**src/rtl/riscv_ctrl_pkg.sv**
```systemverilog
// Shared definitions for the multi-cycle RISC-V control path: opcodes, FSM states,
// and the ALUOp / ALUSrcB codes also used by the ALU control decoder.
package riscv_ctrl_pkg;

    localparam logic [6:0] OP_RTYPE = 7'b0110011;
    localparam logic [6:0] OP_ADDI  = 7'b0010011;
    localparam logic [6:0] OP_LD    = 7'b0000011;
    localparam logic [6:0] OP_SD    = 7'b0100011;
    localparam logic [6:0] OP_BEQ   = 7'b1100011;

    typedef enum logic [3:0] {
        FETCH,
        DECODE,
        MEM_ADDR,
        MEM_READ,
        MEM_WB,
        MEM_WRITE,
        EXEC_R,
        EXEC_I,
        WB_ALU,
        BRANCH
    } state_t;

    typedef enum logic [1:0] {
        ALUOP_ADD   = 2'b00,
        ALUOP_SUB   = 2'b01,
        ALUOP_FUNCT = 2'b10
    } aluop_t;

    typedef enum logic [1:0] {
        SRCB_REG  = 2'b00,
        SRCB_FOUR = 2'b01,
        SRCB_IMM  = 2'b10
    } srcb_t;

endpackage

```
**src/rtl/multicycle_control.sv**
```systemverilog
// Multi-cycle RISC-V sequencer: steps FETCH/DECODE/EXEC/MEM/WB one instruction at a
// time, holds memory requests until mem_ready, and counts retired instructions.
module multicycle_control
    import riscv_ctrl_pkg::*;
#(
    parameter int CNT_W = 32
) (
    input  logic             clk,
    input  logic             reset,
    input  logic [6:0]       opcode,
    input  logic             zero,
    input  logic             mem_ready,
    output logic             pc_en,
    output logic             IorD,
    output logic             MemRead,
    output logic             MemWrite,
    output logic             IRWrite,
    output logic             MemtoReg,
    output logic             RegWrite,
    output logic             ALUSrcA,
    output logic [1:0]       ALUSrcB,
    output logic             PCSource,
    output logic [1:0]       ALUOp,
    output logic             illegal,
    output logic [CNT_W-1:0] instret
);

    state_t           state_q, state_d;
    logic [CNT_W-1:0] instret_q, instret_d;
    logic             retire;
    logic             pc_write;
    logic             pc_write_cond;

    always_ff @(posedge clk) begin
        if (reset) begin
            state_q   <= FETCH;
            instret_q <= '0;
        end else begin
            state_q   <= state_d;
            instret_q <= instret_d;
        end
    end

    always_comb begin
        state_d = state_q;
        retire  = 1'b0;
        unique case (state_q)
            FETCH:     if (mem_ready) state_d = DECODE;
            DECODE: begin
                unique case (opcode)
                    OP_LD, OP_SD: state_d = MEM_ADDR;
                    OP_RTYPE:     state_d = EXEC_R;
                    OP_ADDI:      state_d = EXEC_I;
                    OP_BEQ:       state_d = BRANCH;
                    default:      state_d = FETCH;
                endcase
            end
            MEM_ADDR:  state_d = (opcode == OP_SD) ? MEM_WRITE : MEM_READ;
            MEM_READ:  if (mem_ready) state_d = MEM_WB;
            MEM_WB: begin
                state_d = FETCH;
                retire  = 1'b1;
            end
            MEM_WRITE: begin
                if (mem_ready) begin
                    state_d = FETCH;
                    retire  = 1'b1;
                end
            end
            EXEC_R:    state_d = WB_ALU;
            EXEC_I:    state_d = WB_ALU;
            WB_ALU, BRANCH: begin
                state_d = FETCH;
                retire  = 1'b1;
            end
            default:   state_d = FETCH;
        endcase
        instret_d = retire ? instret_q + CNT_W'(1) : instret_q;
    end

    // Everything except pc_en, IRWrite and illegal is a pure function of the state.
    always_comb begin
        IorD          = 1'b0;
        MemRead       = 1'b0;
        MemWrite      = 1'b0;
        IRWrite       = 1'b0;
        MemtoReg      = 1'b0;
        RegWrite      = 1'b0;
        ALUSrcA       = 1'b0;
        ALUSrcB       = SRCB_REG;
        PCSource      = 1'b0;
        ALUOp         = ALUOP_ADD;
        illegal       = 1'b0;
        pc_write      = 1'b0;
        pc_write_cond = 1'b0;
        unique case (state_q)
            FETCH: begin
                MemRead  = 1'b1;
                ALUSrcB  = SRCB_FOUR;
                IRWrite  = mem_ready;
                pc_write = mem_ready;
            end
            DECODE: begin
                ALUSrcB = SRCB_IMM;
                unique case (opcode)
                    OP_LD, OP_SD, OP_RTYPE, OP_ADDI, OP_BEQ: illegal = 1'b0;
                    default:                                 illegal = 1'b1;
                endcase
            end
            MEM_ADDR, EXEC_I: begin
                ALUSrcA = 1'b1;
                ALUSrcB = SRCB_IMM;
            end
            MEM_READ: begin
                MemRead = 1'b1;
                IorD    = 1'b1;
            end
            MEM_WB: begin
                RegWrite = 1'b1;
                MemtoReg = 1'b1;
            end
            MEM_WRITE: begin
                MemWrite = 1'b1;
                IorD     = 1'b1;
            end
            EXEC_R: begin
                ALUSrcA = 1'b1;
                ALUOp   = ALUOP_FUNCT;
            end
            WB_ALU:    RegWrite = 1'b1;
            BRANCH: begin
                ALUSrcA       = 1'b1;
                ALUOp         = ALUOP_SUB;
                pc_write_cond = 1'b1;
                PCSource      = 1'b1;
            end
            default: ;
        endcase
    end

    assign pc_en   = pc_write | (pc_write_cond & zero);
    assign instret = instret_q;

endmodule

```
**config.mk**
```make
export PLATFORM = sky130hd
export DESIGN_NAME = multicycle_control
export DESIGN_NICKNAME = d
export VERILOG_FILES = /design/src/rtl/riscv_ctrl_pkg.sv /design/src/rtl/multicycle_control.sv
export SDC_FILE = /design/constraint.sdc
export NUM_CORES = 1
export LEC_CHECK = 0
export CORE_AREA = 5 5 69 71
export CTS_BUF_LIST = sky130_fd_sc_hd__clkbuf_4 sky130_fd_sc_hd__clkbuf_8
export DETAILED_ROUTE_END_ITERATION = 12
export DIE_AREA = 0 0 74 76
export PLACE_DENSITY = 0.85
export SYNTH_ARGS = -nofsm -noshare
export SYNTH_HDL_FRONTEND = slang
export SYNTH_SLANG_ARGS = --single-unit
```
**constraint.sdc**
```tcl
create_clock -name clk -period 3.75 [get_ports clk]
set_input_delay 0.75 -clock clk [delete_from_list [all_inputs] [get_ports clk]]
set_output_delay 0.75 -clock clk [all_outputs]
set_load 0.01 [all_outputs]
```
# Word level (Yosys, flattened, before mapping)
# Cells that the tools add are included.
# word_totals
register_bits	36
inputBits	11
output_inout_bits	46
wordCells	53
# op_classes
n_addsub	1
n_eq_ne	17
mux	20
n_bitwise	2
n_reduce_logical	11
# op_table
cell	n
$add 32x1->32 const B	1
$pmux 4 s6	1
$eq 4x3->1 const B	4
$pmux 4 s4	1
$eq 7x6->1 const B	2
$mux 4	3
$mux 1	11
$reduce_or 2->1	5
$eq 4x2->1 const B	2
$eq 4x4->1 const B	2
$pmux 2 s2	2
$eq 7x2->1 const B	1
$eq 7x5->1 const B	1
$eq 7x7->1 const B	1
$ne 2x2->1 const B	3
$reduce_or 3->1	2
$reduce_or 5->1	1
$eq 4x1->1 const B	1
$logic_not 4->1	1
$reduce_or 4->1	1
$mux 3	1
$reduce_and 3->1	1
$pmux 1 s2	1
$and 1x1->1	1
$or 1x1->1	1

# Logic depth before layout (Yosys ltp)
# logic_depth
word_depth	4
mapped_depth	6
ltp_nobuf	5

# Worst setup path after synthesis
# No wires, ideal clock.
# synth_path
path_kind	reg-to-output
from	reg state_q[1]
to	out pc_en
arrival_time_ns	1.390
required_ns	3.000
setup_slack_ns	1.610
path_stages_with_launch	5
path_buffers	1
path_cell_list	dfxtp_1 > buf_1 > nor4_1 > and2_1 > a21o_1
# synth_between
word_cells_on_any_way	6
cone_classes	eq/ne (1); mux (2); bitwise (2); reduce/logical (1)
# synth_lines
element	line_no	rtl
start, declared	multicycle_control.sv:28	state_t state_q, state_d;
start signal, assigned	multicycle_control.sv:39	state_q <= state_d;
$logic_not 4->1	-	
$mux 1	-	
net IRWrite	multicycle_control.sv:17	output logic IRWrite,
$or 1x1->1	multicycle_control.sv:141	assign pc_en = pc_write | (pc_write_cond & zero);
end, declared	multicycle_control.sv:13	output logic pc_en,
# The timed path passes the listed nets, and every way through them passes these cells.

# Final worst setup path
# layout_path
from	in opcode[5]
to	out illegal
# layout_between
elab_chain_cells	4
word_cells_on_any_way	8
cone_classes	eq/ne (5); mux (2); reduce/logical (1)
# layout_rtl
element	line_no	rtl
start, declared	multicycle_control.sv:10	input logic [6:0] opcode,
$eq 7x6->1, or another cell as far along	multicycle_control.sv:105	unique case (opcode)
$reduce_or 5->1 *	multicycle_control.sv:105	
$mux 1 *	multicycle_control.sv:105	
$mux 1 *	multicycle_control.sv:96	unique case (state_q)
end, declared	multicycle_control.sv:24	output logic illegal,
# Mark *: on every way between the ends. The rest lies on a longest branch, timed or not.

==> metrics list <==
* Pins over their slew limit: 0
- Initial antenna violation count: 0
- Result of the run: completed
- Across all hold checks on the routed design, the worst slack comes to 539 ps.
- Count of maximum capacitance violations: 0
- The library cell used most frequently in the layout, excluding fill and tap cells, is sky130_fd_sc_hd__clkdlybuf4s50_1.
- Actual slew at the worst max-slew pin: 749 ps
- Area enclosed by the die boundary: 5620 um^2
- Global routing consumed, over all layers together, 18.2% of the routing resources.
* Non-Filler Instances: 352
- Leak Pwr: 0.870 nW
- Yosys mapped the design onto 45 distinct sky130hd cell types.
- Path category of the worst min-delay check: reg -> reg
- The worst path in the final design needs a cycle of 3000 ps, including I/O delays and setup.
* Cell depth of the worst flop-to-flop path: 5
- Min-Delay Path Depth: 2
* Synthesized Nets: 258
* Fraction of final layout cells with drive strength greater than 1: 6.33%
- Reg-to-reg critical path endpoint: instret[23]
- Share of the clock period used by the worst path: 79.9%
- STA puts the critical path data required time at 3000 ps.
* Chip height: 76 um
- Counting buffers and inverters, the worst setup path is 6 cells deep.
- Counting every sink on the clock net gives 36.
- Once placement finished, the instance area stood at 2590 um^2.
- Critical path arrival: 2250 ps
- The detailed router placed 1,947 vias in this run.
- TritonCTS built the clock tree.
- Count of port buffers added during placement: 56
- CP peak stage delay: 470 ps
- The tree is rooted in a sky130_fd_sc_hd__clkbuf_8.
- In this run the number of H-tree levels came out at 2.
- Counting flops with an async set or reset pin after synthesis yields a share of 0%.
- The die is 74 um wide.
- Final weighted congestion in routability-driven placement: 0.801
* Post-CTS Setup Bufs: 0
- The worst setup path is launched from a primary input.
* CTS clk-pin slew, worst paths: 70 ps
- Cells after synthesis: 246
* Setup-failing EPs final: 0
- Series of cell instances along the critical path: clkdlybuf4s50_1, nor2b_1, inv_1, a21oi_1, nor2_1, clkdlybuf4s50_1
* Number of nets still failing antenna checks after routing: 0
- CTS Buf Count: 5
* Row count: 24
- Tracing the worst setup path back leads to its startpoint at opcode[5].
* Core footprint: 4170 um^2
- Number of enable flip-flop cells after synthesis: 0
* Total length of routed wires: 4710 um
- Power density cells: 275 nW/um^2
- Based on the critical path, the design can be clocked at up to 334 MHz.
* Worst vdd ir: 0.158 mV
* DRC marker count from the first detailed-route iteration: 107
* Global-route wire length before repair: 8260 um
- Gates resized during post-CTS repair numbered 0.
* Most used flip-flop cell after synthesis: sky130_fd_sc_hd__dfxtp_1
* Placed Cells: 345
- Mean Syn Cell Area: 8.06 um^2
- Entering global routing, the biggest net connects 23 pins.
* Vias per inst: 5.53
- In this run the critical register-to-register path is launched from state_q[1].
- Detailed placement finished with a half-perimeter wire length of 3520 um.
* Setup clock skew after layout: 5.44 ps
- Global routing finished with a remaining overflow of 0.
- In this run the most critical hold path is launched from instret[4].
- Crit-path max FO: 5
* Library cell contributing the largest single delay on the critical path: sky130_fd_sc_hd__clkdlybuf4s50_1
* Flop and latch count out of synthesis: 36
* Leading cell types in the layout, fill and taps excluded: 56 x sky130_fd_sc_hd__clkdlybuf4s50_1, 39 x sky130_fd_sc_hd__nor2_1, 36 x sky130_fd_sc_hd__dfxtp_1
- Once the floorplan was initialized, standard cells occupied 47.5% of the core.
* TritonRoute pass-1 iters: 4
- In the final design database the tool counted 312 nets.
* Setup crit end: illegal
- Layout-stage area growth over the synthesis result: 35.3%
* Post-detailed-route wirelength per cell: 13.4 um
- The worst setup path is of the in -> out kind.
- Largest delay share family, worst path: buffers and inverters
- Detailed-route DRC error count: 0
- Unrepaired setup endpoints after global routing: false
* Quantity of hold-fixing buffers added after cts: 0
- Final sum of negative setup slack: 0 ps
- The hold violation total from the final report is 0.
- Post-synthesis sequential area ratio: 36.3%
* Fin area: 2680 um^2
- Deepest clock path buffer count: 2
* Element type at the critical path end: output port
* Insertion delay of the later-clocked pin in the worst-skew pair: 290 ps
- Count of antenna diodes in the layout: 0
- The via count of the first global-routing pass is 1,843.
- Number of top-level design ports: 57
* Count of yosys warnings during synthesis: 0
- Library cell appearing most often on the critical path: sky130_fd_sc_hd__clkdlybuf4s50_1
* Worst reg2reg setup slack: 1630 ps
- Worst slew margin relative to its limit: 49.9%
- The critical path contains buffers and inverters numbering 3 combined.
* Cell area after synthesis: 1980 um^2
[sequential cells by signal, summed over array words and instances, names as in the netlist]
signal / count
instret: 32
state_q: 4
[synthesized netlist by cell type, types with 3 or more instances]
cell type | number | area share, %
sky130_fd_sc_hd__nor2_1 | 39 | 7.4
sky130_fd_sc_hd__nor4_1 | 11 | 3.5
sky130_fd_sc_hd__or3_1 | 3 | 0.95
sky130_fd_sc_hd__dfxtp_1 | 36 | 36
sky130_fd_sc_hd__nand2b_1 | 3 | 0.95
sky130_fd_sc_hd__nor3_1 | 10 | 2.5
sky130_fd_sc_hd__xnor2_1 | 24 | 11
sky130_fd_sc_hd__nor2b_1 | 6 | 1.9
sky130_fd_sc_hd__nand3_1 | 11 | 2.8
sky130_fd_sc_hd__and4_1 | 5 | 2.2
sky130_fd_sc_hd__inv_1 | 5 | 0.95
sky130_fd_sc_hd__a21oi_1 | 13 | 3.3
sky130_fd_sc_hd__nand2_1 | 17 | 3.2
sky130_fd_sc_hd__and3_1 | 5 | 1.6
sky130_fd_sc_hd__nor4b_1 | 4 | 1.8
sky130_fd_sc_hd__nor3b_1 | 4 | 1.5
sky130_fd_sc_hd__o21ai_0 | 5 | 1.3
sky130_fd_sc_hd__nand4_1 | 5 | 1.6
sky130_fd_sc_hd__clkbuf_1 | 10 | 1.9
[worst register-to-register path: stages (launching register included)]
cell and delay, ps:
sky130_fd_sc_hd__dfxtp_1 530, sky130_fd_sc_hd__and3b_2 400, sky130_fd_sc_hd__nand3_4 160, sky130_fd_sc_hd__nor4b_4 470, sky130_fd_sc_hd__nand3_1 140, sky130_fd_sc_hd__mux2_1 320
[how the worst min path moves through the flow]
stage | to | slack [ps]
4_1_cts | instret[27] | 540
5_1_grt | instret[4] | 580
6_report | instret[4] | 540
3_5_place_dp | instret[27] | 530
3_3_place_gp | instret[27] | 500
2_1_floorplan | instret[27] | 510
[layer usage]
metal	vias up	track usage, %	wire, um	share of wire (%)
met5	-	0	0	0
met4	0	6.52	72	1.5
met3	7	5.80	324	6.9
met2	55	29.4	2310	49
met1	903	22.2	2010	43
li1	982	-	-	-
[metrics by stage]
step | power, mW | util [%] | setup slack [ps]
CTS | 0.740 | 64.3 | 748
floorplan | 0.421 | - | 1610
global placement | 0.448 | 62.0 | 791
detailed placement | 0.449 | 62.0 | 758
global route | 0.765 | 64.3 | 637
finish | 0.736 | 64.3 | 754
[power breakdown]
part | switching (mW) | internal (mW)
clock | 0.133 | 0.164
sequential | 0.00368 | 0.383
combinational | 0.0243 | 0.0284
total | 0.161 | 0.575
[cells by family (layout without fill, tap and decap cells)]
| logic type | after synthesis | in the layout | synth area share, % |
|---|---|---|---|
| buffers and inverters | 17 | 71 | 3.22 |
| AOI/OAI and AO/OA | 31 | 31 | 9.84 |
| DFF | 36 | 36 | 36.3 |
| adders and majority gates | 1 | 1 | 0.631 |
| xor gates and xnor gates | 26 | 26 | 11.5 |
| and+or+nand+nor | 134 | 134 | 37.9 |
| muxes | 1 | 1 | 0.568 |
[final cells by class]
cell class | count | area, um^2
Clock buffer | 7 | 96.3
Fill cell | 380 | 1490
Inverter | 5 | 18.8
Multi-Input combinational cell | 193 | 1200
Sequential cell | 36 | 721
Tap cell | 52 | 65.1
Timing Repair Buffer | 59 | 583
Note: power is estimated with default switching activity, not from simulation.
==> variant: new RTL, config.mk and constraints unchanged <==
Re-encode `state_t` (10 states) as Gray code, 4 bits wide.
--- a/src/rtl/riscv_ctrl_pkg.sv
+++ b/src/rtl/riscv_ctrl_pkg.sv
@@ -10,14 +10,14 @@
 
     typedef enum logic [3:0] {
-        FETCH,
-        DECODE,
-        MEM_ADDR,
-        MEM_READ,
-        MEM_WB,
-        MEM_WRITE,
-        EXEC_R,
-        EXEC_I,
-        WB_ALU,
-        BRANCH
+        FETCH     = 4'b0000,
+        DECODE    = 4'b0001,
+        MEM_ADDR  = 4'b0011,
+        MEM_READ  = 4'b0010,
+        MEM_WB    = 4'b0110,
+        MEM_WRITE = 4'b0111,
+        EXEC_R    = 4'b0101,
+        EXEC_I    = 4'b0100,
+        WB_ALU    = 4'b1100,
+        BRANCH    = 4'b1101
     } state_t;
 
Behaviour: same outputs for any inputs over 10 cycles, from zero or initial values and one cycle with reset high; not proved beyond that.
==> variant against the original RTL <==
Area after synthesis about the same. Worst setup slack lost 47 ps. Clock power is 14% higher. Wire length grew 6.7%. Global-route usage rose by 0.33 points. Critical path depth shrank 1. Total power rose by 4.5%. Sequential cell count is the same. Via count up 1.8%. Cell area barely moved. Final cell count increased by 0.85%. Largest cell class unchanged. Highest routed layer unchanged.
==> variant: results (changes against the original RTL) <==
Met1 wire length: 2.23 mm (was 2.01 mm)
Layout cells sized above 1: 6.60% (was 6.33%)
Slew HR: 53.0% (was 49.9%)
Leak Pwr: 0.855 nW (was 0.870 nW)
Final nets: 314 (was 312)
XOR/XNOR Fraction of Synth Area: 9.28% (was 11.5%)
WHS Endpoint: instret[25] (was instret[4])
Crit-path max FO: 4 (was 5)
Non-clock buffer share: 21.2% (was 21.7%)
CP startpoint: opcode[4] (was opcode[5])
Invs w/o clock: 9 (was 5)
Dpl ws: 709 ps (was 758 ps)
Syn_area_per_cell: 8.02 µm² (was 8.06 µm²)
Post-Route WL: 5.02 mm (was 4.71 mm)
Tightest hold margin: 504 ps (was 539 ps)
M1 GR Usage: 23.4% (was 22.2%)
Commonest cells in the netlist: 40 x nor2_1, 36 x dfxtp_1, 15 x nand4_1 (was 39 x nor2_1, 36 x dfxtp_1, 24 x xnor2_1)
Metal2 WL: 2.39 mm (was 2.31 mm)
Detail Placement HPWL: 3.61 mm (was 3.52 mm)
Sequential cell area share: 26.9% (about the same)
Clock-cell share of area: 4.15% (was 3.59%)
Critical Path AT: 2290 ps (was 2250 ps)
Post-Syn Area: 0.00198 mm² (about the same)
Layout area overhead: 35.2% (was 35.3%)
Fraction of area in multi-input gates: 44.1% (was 44.7%)
Synth area leaders: dfxtp_1 36%, nor2_1 7.6%, xor2_1 5.3%, nand4_1 4.7%, xnor2_1 4.0% (was dfxtp_1 36%, xnor2_1 11%, nor2_1 7.4%, nor4_1 3.5%, a21oi_1 3.3%)
Crit Path Category: in2out (unchanged)
Status: finished, final reports clean (unchanged)
First-pass GRT wire length: 8.45 mm (was 8.26 mm)
Placer Congestion: 0.855 (was 0.801)
Worst vdd rail ir drop: 210 µV (was 158 µV)
Vias: 1983 (was 1947)
Grt met2 use: 30.3% (was 29.4%)
# clk buffers: 5 (was 7)
Warnings, synthesis: 0 (unchanged)
Crit Reg-Reg Startpoint: state_q[3] (was state_q[1])
Setup Skew: 5.62 ps (was 5.44 ps)
Vias in the first global route: 1899 (was 1843)
Signal buffers: 57 (was 59)
Largest net degree at the start of global routing: 22 (was 23)
Filler instances: 367 (was 380)
Sequential share of the synthesized area: 36.4% (was 36.3%)
Maximum clock rate: 329 MHz (was 334 MHz)
Grt met3 use: 4.35% (was 5.80%)
variant: cell count changes after synthesis, moves of 4 or more:
cell / change
clkbuf_1: -4
inv_1: +4
nand2_1: -4
nand4_1: +10
nor3b_1: -4
nor4_1: -4
nor4b_1: -4
o31ai_1: +5
or4_1: +5
xnor2_1: -15
xor2_1: +10
variant: kinds of logic (layout without fill, tap and decap cells):
group,Yosys count,count (layout)
AND/OR/NAND/NOR,132,132
AO/OA/AOI/OAI,36,36
flip-flops,36,36
XOR/XNOR,21,21
buffers and inverters,18,74
adder cells (fa/ha/maj),2,2
multiplexers,2,2
variant: power groups by stage:
stage | Sequential, mW | Clock, mW | Combinational, mW
3_5_place_dp | 0.393 | 0 | 0.0479
5_1_grt | 0.384 | 0.366 | 0.0515
3_3_place_gp | 0.393 | 0 | 0.0467
4_1_cts | 0.384 | 0.347 | 0.0479
2_1_floorplan | 0.392 | 0 | 0.0227
6_report | 0.384 | 0.338 | 0.0474
